===== src/rtl/brushless_pwm_if.sv =====
// Gate-drive bus for brushless_pwm: duty/brake/Hall inputs and the six phase commands.
// The master side is the controller or bench; the slave side is the PWM block.
interface brushless_pwm_if #(
  parameter int PWM_W = 11
);
  logic [PWM_W-1:0] duty;
  logic             brake;
  logic             hallGrn;
  logic             hallYlw;
  logic             hallBlu;
  logic             highGrn;
  logic             lowGrn;
  logic             highYlw;
  logic             lowYlw;
  logic             highBlu;
  logic             lowBlu;
  logic             pwm_synch;
  logic             hall_err;

  modport master (
    output duty, brake, hallGrn, hallYlw, hallBlu,
    input  highGrn, lowGrn, highYlw, lowYlw, highBlu, lowBlu, pwm_synch, hall_err
  );

  modport slave (
    input  duty, brake, hallGrn, hallYlw, hallBlu,
    output highGrn, lowGrn, highYlw, lowYlw, highBlu, lowBlu, pwm_synch, hall_err
  );
endinterface


===== src/rtl/brushless_pwm.sv =====
// Three-phase gate commands from PWM, period-aligned Hall commutation and regen brake; ILLEGAL_HALL_BRAKE_EN brakes on illegal Hall codes.
// Counter to outputs 2 clocks, brake to outputs 2 clocks; no backpressure, outputs update every clock.
module brushless_pwm #(
  parameter int PWM_W = 11
) (
  input  logic           clk,
  input  logic           rst,
  brushless_pwm_if.slave bus
);

  typedef enum logic [1:0] {PH_FLT, PH_FWD, PH_REV, PH_BRK} ph_mode_e;

`ifdef ILLEGAL_HALL_BRAKE_EN
  localparam ph_mode_e ILL_MODE = PH_BRK;
`else
  localparam ph_mode_e ILL_MODE = PH_FLT;
`endif

  logic [PWM_W-1:0] cnt_q, cnt_d;
  logic [PWM_W-1:0] duty_q, duty_d;
  logic             pwm_sig_q, pwm_sig_d;
  logic             pwm_synch_q, pwm_synch_d;
  logic [2:0]       hall_s1_q, hall_s1_d;
  logic [2:0]       hall_s2_q, hall_s2_d;
  logic [2:0]       rot_q, rot_d;
  logic             hall_err_q, hall_err_d;
  logic             brake_q, brake_d;
  logic [5:0]       drv_q, drv_d;
  logic             cnt_wrap;
  ph_mode_e         mode_g, mode_y, mode_b;

  // Returns {high, low}; no mode can set both.
  function automatic logic [1:0] drive(input ph_mode_e m, input logic p);
    case (m)
      PH_FWD:  drive = {p, ~p};
      PH_REV:  drive = {~p, p};
      PH_BRK:  drive = {1'b0, p};
      default: drive = 2'b00;
    endcase
  endfunction

  always_comb begin
    cnt_wrap    = (cnt_q == {PWM_W{1'b1}});
    cnt_d       = cnt_q + 1'b1;
    duty_d      = cnt_wrap ? bus.duty : duty_q;
    pwm_sig_d   = (cnt_q < duty_q);
    pwm_synch_d = cnt_wrap;
    hall_s1_d   = {bus.hallGrn, bus.hallYlw, bus.hallBlu};
    hall_s2_d   = hall_s1_q;
    rot_d       = cnt_wrap ? hall_s2_q : rot_q;
    hall_err_d  = cnt_wrap ? ((hall_s2_q == 3'b000) || (hall_s2_q == 3'b111)) : hall_err_q;
    brake_d     = bus.brake;

    mode_g = ILL_MODE;
    mode_y = ILL_MODE;
    mode_b = ILL_MODE;
    case (rot_q)
      3'b101: begin mode_g = PH_FWD; mode_y = PH_REV; mode_b = PH_FLT; end
      3'b100: begin mode_g = PH_FWD; mode_y = PH_FLT; mode_b = PH_REV; end
      3'b110: begin mode_g = PH_FLT; mode_y = PH_FWD; mode_b = PH_REV; end
      3'b010: begin mode_g = PH_REV; mode_y = PH_FWD; mode_b = PH_FLT; end
      3'b011: begin mode_g = PH_REV; mode_y = PH_FLT; mode_b = PH_FWD; end
      3'b001: begin mode_g = PH_FLT; mode_y = PH_REV; mode_b = PH_FWD; end
      default: ;
    endcase
    if (brake_q) begin
      mode_g = PH_BRK;
      mode_y = PH_BRK;
      mode_b = PH_BRK;
    end

    drv_d = {drive(mode_g, pwm_sig_q), drive(mode_y, pwm_sig_q), drive(mode_b, pwm_sig_q)};
  end

  always_ff @(posedge clk or posedge rst) begin
    if (rst) begin
      cnt_q       <= '0;
      duty_q      <= '0;
      pwm_sig_q   <= 1'b0;
      pwm_synch_q <= 1'b0;
      hall_s1_q   <= 3'b000;
      hall_s2_q   <= 3'b000;
      rot_q       <= 3'b000;
      hall_err_q  <= 1'b0;
      brake_q     <= 1'b0;
      drv_q       <= 6'b000000;
    end else begin
      cnt_q       <= cnt_d;
      duty_q      <= duty_d;
      pwm_sig_q   <= pwm_sig_d;
      pwm_synch_q <= pwm_synch_d;
      hall_s1_q   <= hall_s1_d;
      hall_s2_q   <= hall_s2_d;
      rot_q       <= rot_d;
      hall_err_q  <= hall_err_d;
      brake_q     <= brake_d;
      drv_q       <= drv_d;
    end
  end

  assign bus.highGrn   = drv_q[5];
  assign bus.lowGrn    = drv_q[4];
  assign bus.highYlw   = drv_q[3];
  assign bus.lowYlw    = drv_q[2];
  assign bus.highBlu   = drv_q[1];
  assign bus.lowBlu    = drv_q[0];
  assign bus.pwm_synch = pwm_synch_q;
  assign bus.hall_err  = hall_err_q;

endmodule


===== src/flat_wrapper.sv =====
// flat-port wrapper written by rule: the top's interface ports become plain ports
module brushless_pwm_flat 
#(
  parameter int PWM_W = 11
)
  (clk, rst, bus_duty, bus_brake, bus_hallGrn, bus_hallYlw, bus_hallBlu, bus_highGrn, bus_lowGrn, bus_highYlw, bus_lowYlw, bus_highBlu, bus_lowBlu, bus_pwm_synch, bus_hall_err);
  brushless_pwm_if #(.PWM_W(PWM_W)) bus_i ();
  input  logic clk;
  input  logic rst;
  input wire logic [$bits(bus_i.duty)-1:0] bus_duty;
  input wire logic [$bits(bus_i.brake)-1:0] bus_brake;
  input wire logic [$bits(bus_i.hallGrn)-1:0] bus_hallGrn;
  input wire logic [$bits(bus_i.hallYlw)-1:0] bus_hallYlw;
  input wire logic [$bits(bus_i.hallBlu)-1:0] bus_hallBlu;
  output wire logic [$bits(bus_i.highGrn)-1:0] bus_highGrn;
  output wire logic [$bits(bus_i.lowGrn)-1:0] bus_lowGrn;
  output wire logic [$bits(bus_i.highYlw)-1:0] bus_highYlw;
  output wire logic [$bits(bus_i.lowYlw)-1:0] bus_lowYlw;
  output wire logic [$bits(bus_i.highBlu)-1:0] bus_highBlu;
  output wire logic [$bits(bus_i.lowBlu)-1:0] bus_lowBlu;
  output wire logic [$bits(bus_i.pwm_synch)-1:0] bus_pwm_synch;
  output wire logic [$bits(bus_i.hall_err)-1:0] bus_hall_err;
  assign bus_i.duty = bus_duty;
  assign bus_i.brake = bus_brake;
  assign bus_i.hallGrn = bus_hallGrn;
  assign bus_i.hallYlw = bus_hallYlw;
  assign bus_i.hallBlu = bus_hallBlu;
  assign bus_highGrn = bus_i.highGrn;
  assign bus_lowGrn = bus_i.lowGrn;
  assign bus_highYlw = bus_i.highYlw;
  assign bus_lowYlw = bus_i.lowYlw;
  assign bus_highBlu = bus_i.highBlu;
  assign bus_lowBlu = bus_i.lowBlu;
  assign bus_pwm_synch = bus_i.pwm_synch;
  assign bus_hall_err = bus_i.hall_err;
  brushless_pwm #(.PWM_W(PWM_W)) u_core (.clk(clk), .rst(rst), .bus(bus_i));
endmodule

===== config.mk =====
export PLATFORM = sky130hd
export DESIGN_NAME = brushless_pwm_flat
export DESIGN_NICKNAME = d
export VERILOG_FILES = /design/src/rtl/brushless_pwm_if.sv /design/src/rtl/brushless_pwm.sv /design/src/flat_wrapper.sv
export SDC_FILE = /design/constraint.sdc
export NUM_CORES = 1
export LEC_CHECK = 0
export ABC_CLOCK_PERIOD_IN_PS = 1700
export BUFFER_PORTS_ARGS = -buffer_cell sky130_fd_sc_hd__buf_2
export CAP_MARGIN = 10
export CORE_ASPECT_RATIO = 0.7
export CORE_MARGIN = 10
export CORE_UTILIZATION = 50
export DETAILED_ROUTE_END_ITERATION = 7
export PLACE_DENSITY = 0.74
export SLEW_MARGIN = 15
export SYNTH_ARGS = -nofsm -noshare
export SYNTH_HDL_FRONTEND = slang
export SYNTH_SLANG_ARGS = --single-unit

===== constraint.sdc =====
create_clock -name clk -period 1.7 [get_ports clk]
set_input_delay 0.255 -clock clk [delete_from_list [all_inputs] [get_ports clk]]
set_output_delay 0.255 -clock clk [all_outputs]
set_load 0.02 [all_outputs]

Word-level counts from Yosys, hierarchy flattened --
Index checks and enable logic that the tools add are counted.
Word-level totals: flip-flop bits (word level) 41, bits of input ports 17, output and inout bits 8, word-level logic and storage cells 47
Cells by class: $add $sub $neg 1, magnitude comparators 1, equal/unequal tests 17, muxes and demuxes 9, bitwise logic cells 1, reductions and logical operators 8
Operators by type and width (count):
- $pmux 2 s3 | 3
- $eq 2x2->1 const B | 6
- $eq 3x3->1 const B | 4
- $pmux 2 s2 | 3
- $reduce_or 2->1 | 6
- $add 11x1->11 const B | 1
- $eq 11x11->1 const B | 1
- $lt 11x11->1 | 1
- $eq 2x1->1 const B | 3
- $eq 3x2->1 const B | 2
- $mux 2 | 3
- $eq 3x1->1 const B | 1
- $logic_not 3->1 | 1
- $logic_or 1x1->1 | 1
- $not 1->1 | 1

Logic depth before layout (Yosys ltp) --
word-level depth 6, depth in mapped cells 6

Worst setup path after synthesis --
OpenSTA, ideal clock, no wires.
kind register to register, start register u_core.cnt_q[0], end register u_core.hall_err_q, in the netlist u_core.bus.hall_err, library setup time 0.125 ns, data arrival time 1.556 ns, slack 0.019 ns, stages on the path, launching flop included 7, buffers on the path 2, clock period less this slack 1.681 ns, cell sequence dfrtp_1 -> ha_1 -> and3_1 -> and4_4 -> buf_6 -> buf_12 -> mux2_4
On the way: word-level cells in the longest chain between the ends 1
Ends and longest elaborated chain:
- from (decl) | RTL line brushless_pwm.sv:19 | logic [PWM_W-1:0] cnt_q, cnt_d;
- from (signal assigned) | RTL line brushless_pwm.sv:88 | cnt_q <= cnt_d;
- $eq 11x11->1 | RTL line brushless_pwm.sv:43 | cnt_wrap = (cnt_q == {PWM_W{1'b1}});
- to (signal assigned) | RTL line brushless_pwm.sv:95 | hall_err_q <= hall_err_d;
- to (decl) | RTL line brushless_pwm.sv:26 | logic hall_err_q, hall_err_d;
Every way passes these cells. A chain may end at the register's enable or synchronous reset.

Worst setup path in the final report --
start register u_core.cnt_q[0], end register u_core.duty_q[8]
On the way: word-level cells in the longest chain between the ends 1
Ends and longest elaborated chain:
- $eq 11x11->1 | RTL line brushless_pwm.sv:43
- to (signal assigned) | RTL line brushless_pwm.sv:89 | duty_q <= duty_d;
- to (decl) | RTL line brushless_pwm.sv:20 | logic [PWM_W-1:0] duty_q, duty_d;
Every way passes these cells.

==> impl_metrics.csv <==
group,metric,value,unit
global_routing,grt-ovfl-total,0,
clock_network,clk_path_buf_depth,2,
power_and_ir_drop,seqPwrFrac,54.5,%
yosys,synth_cells,146,
sta,period_minus_slack,1.577,ns
yosys,ys_ff_latch,41,
drt,drtIter0Drc,32,
yosys,syn-num-nets,174,
worst_setup_path,path_max_fanout,5,
sta,max_freq,0.6339,GHz
global_routing,grt_antenna_before_repair,0,
place,dpl.hpwl,2428,um
die,num_rows,18,
sta,final_hold_viol_count,0,
clock_network,clk_pin_slew_worst_paths,0.07,ns
clock_network,clkSinkCount,41,
drt,wl_per_cell,13.62,um
power_and_ir_drop,p_clk_share,43.2,%
die,io_pins,25,
hold_path,min_path_cells,1,
layout,final_cell_mix,"dfrtp_1, buf_2, inv_1, ha_1, mux2_4",
place,portBuffers,24,
layout,final_common_cell,"dfrtp_1",
place,place.gp.congestion,0.8039,
run,drv_cap,0,
sta,fin_ws,0.1226,ns
global_routing,grt_pass1_vias,1230,
clock_network,clkLatencyLatePin,0.29,ns
worst_setup_path,cp-end-kind,"register",
drt,totalWireLength,3201,um
power_and_ir_drop,p_per_area,835.6,mW/mm^2
yosys,synth_area,0.001824,mm^2
power_and_ir_drop,p_comb_share,2.3,%
layout,nets,212,
power_and_ir_drop,p_sw,336.6,uW
sta,fin_worst_skew,0.004488,ns
clock_network,htree_levels,2,
yosys,yosysSeqAreaShare,56.24,%
worst_setup_path,r2r_start,"u_core.cnt_q[0]",
clock_network,cts-root-buf,"clkbuf_8",
drt,vias,1147,
global_routing,grt_pass1_wl,5561,um
sta,rsz0062_at_grt,"false",
power_and_ir_drop,p_leak,0.001091,uW
sta,max_slew.worst_pin.slew,0.4993,ns
run_status,status,"finished, final reports clean",
clock_network,cts_setup_buffers,0,
clock_network,cts_tree,"done",
worst_setup_path,start_kind,"register",
die,dieArea,0.006503,mm^2
yosys,yosys_warnings,0,
place,dpl.cell_count,225,
yosys,avgSynthCellArea,12.49,um^2
clock_network,ctsHoldBuffers,0,
power_and_ir_drop,ir_worst_vdd,0.4719,mV
drt,post-route-drc-count,0,
power_and_ir_drop,finalPower,1815,uW
worst_setup_path,reg2reg_slack,0.12,ns
worst_setup_path,rr_worst_depth,5,
layout,antenna_cells,0,
yosys,ys_types,26,
place,place_ws,0.07175,ns
power_and_ir_drop,internal-power,1478,uW
die,die_x,92.20,um
die,core_area,0.003513,mm^2
layout,syn_to_final_growth,19.07,%
hold_path,holdCritStartpoint,"bus_hallGrn",
sta,max-slew-margin-rel,66.71,%
sta,period_share,92.79,%
power_and_ir_drop,switching_share,18.55,%
clock_network,cts_buffers,5,
clock_network,cts_resized,0,
die,fp.dieH,70.54,um
worst_setup_path,r2r-end,"u_core.duty_q[8]",
sta,setup_violations,0,
worst_setup_path,arrival,1.75,ns
layout,drive_gt1_share,31.89,%
worst_setup_path,cp.required,1.87,ns
drt,via_per_inst,4.881,
sta,tns,0,ns
die,start_util,51.92,%
hold_path,whs_endpoint,"u_core.hall_s1_q[2]",
drt,ant_nets,0,
sta,maxSlewViolCount,0,
layout,instances_no_fill,235,
worst_setup_path,path_class,"reg -> reg",
hold_path,holdCritPathClass,"in -> reg",
global_routing,grt_max_degree,42,
drt,first_pass_iters,4,
global_routing,grtUsageTotal,10.75,%
-- worst max-delay path: stages, from the launching register on --
cell,delay (ns)
dfrtp_1,0.38
ha_1,0.22
and3_1,0.20
and4_4,0.20
buf_4,0.17
mux2_4,0.30
-- Yosys cell counts --
| cell type | number | area share, % |
|---|---|---|
| a21oi_1 | 8 | 2.2 |
| mux2_4 | 10 | 8.2 |
| and3_1 | 2 | 0.69 |
| nand2_1 | 5 | 1.0 |
| and3_4 | 1 | 0.62 |
| xor2_1 | 3 | 1.4 |
| or2_2 | 1 | 0.34 |
| o21ai_0 | 7 | 1.9 |
| nor3_1 | 1 | 0.27 |
| mux2_2 | 5 | 3.1 |
| and3_2 | 1 | 0.41 |
| inv_1 | 15 | 3.1 |
| buf_6 | 1 | 0.62 |
| nor2_1 | 7 | 1.4 |
| a211oi_1 | 1 | 0.41 |
| nand3_1 | 6 | 1.6 |
| dfrtp_1 | 41 | 56 |
| buf_12 | 1 | 1.1 |
| or3_1 | 1 | 0.34 |
| ha_1 | 11 | 7.5 |
| nand4_1 | 3 | 1.0 |
| nor2b_1 | 3 | 1.0 |
| xnor2_1 | 6 | 2.9 |
| a21o_1 | 1 | 0.41 |
| and4_4 | 1 | 0.62 |
| nand2b_1 | 4 | 1.4 |
-- cells by family after synthesis --
family | after synthesis | synth area share, %
xor+xnor | 9 | 4.321
mux | 15 | 11.32
flops | 41 | 56.24
fa+ha+maj | 11 | 7.544
simple gates | 36 | 10.84
buf+inv | 17 | 4.801
compound gates | 17 | 4.938
-- power by group through the flow --
stage	logic (uW)	clock network (uW)	registers [uW]
CTS	43.4	806	988
global placement	40.9	0	1010
finish	41.6	785	989
floorplan	18.0	0	1010
detailed placement	43.6	0	1010
global route	48.9	868	989
-- stage by stage --
stage               hold slack (ns)  instance area [um^2]  utilization, %
global route                0.05029                  2172           61.82
CTS                         0.06222                  2145           61.04
finish                      0.06836                  2172           61.82
detailed placement           0.3371                  2028           57.73
global placement             0.3344                  2028           57.73
floorplan                    0.2864                  1824               -
-- cell type report --
cell class,instances,area (um^2)
fill,313,1341
sequential,41,1026
multi-input combinational,88,710.7
timing repair buffer,33,200.2
clock buffer,7,86.33
tap,50,62.56
inverter,15,56.30
clock inverter,1,30.03
-- flip-flops by register name (all words and copies together) (netlist names) --
name / count
u_core.hall_s2_q: 3
u_core.rot_q: 3
u_core.bus.pwm_synch: 1
u_core.brake_q: 1
u_core.cnt_q: 11
u_core.bus.hall_err: 1
u_core.duty_q: 11
u_core.drv_q: 6
u_core.pwm_sig_q: 1
u_core.hall_s1_q: 3
-- metal layers --
layer	global-route usage, %	up-vias	routed length [um]
met5	0	-	0
met4	5.973	0	53
met3	4.742	4	239
met2	16.64	27	1441
met1	12.25	550	1467
li1	-	566	-
-- worst max path at each step --
stage                          from                   to  slack, ns  cells after the start
CTS                 u_core.cnt_q[0]     u_core.duty_q[3]       0.06                      4
finish              u_core.cnt_q[0]     u_core.duty_q[8]       0.12                      5
floorplan           u_core.cnt_q[0]  u_core.bus.hall_err       0.02                      6
global placement    u_core.cnt_q[5]     u_core.duty_q[0]       0.11                      4
global route        u_core.cnt_q[0]     u_core.duty_q[8]       0.06                      5
detailed placement  u_core.cnt_q[0]     u_core.duty_q[3]       0.07                      4
Power figures use the tool's default switching activity.
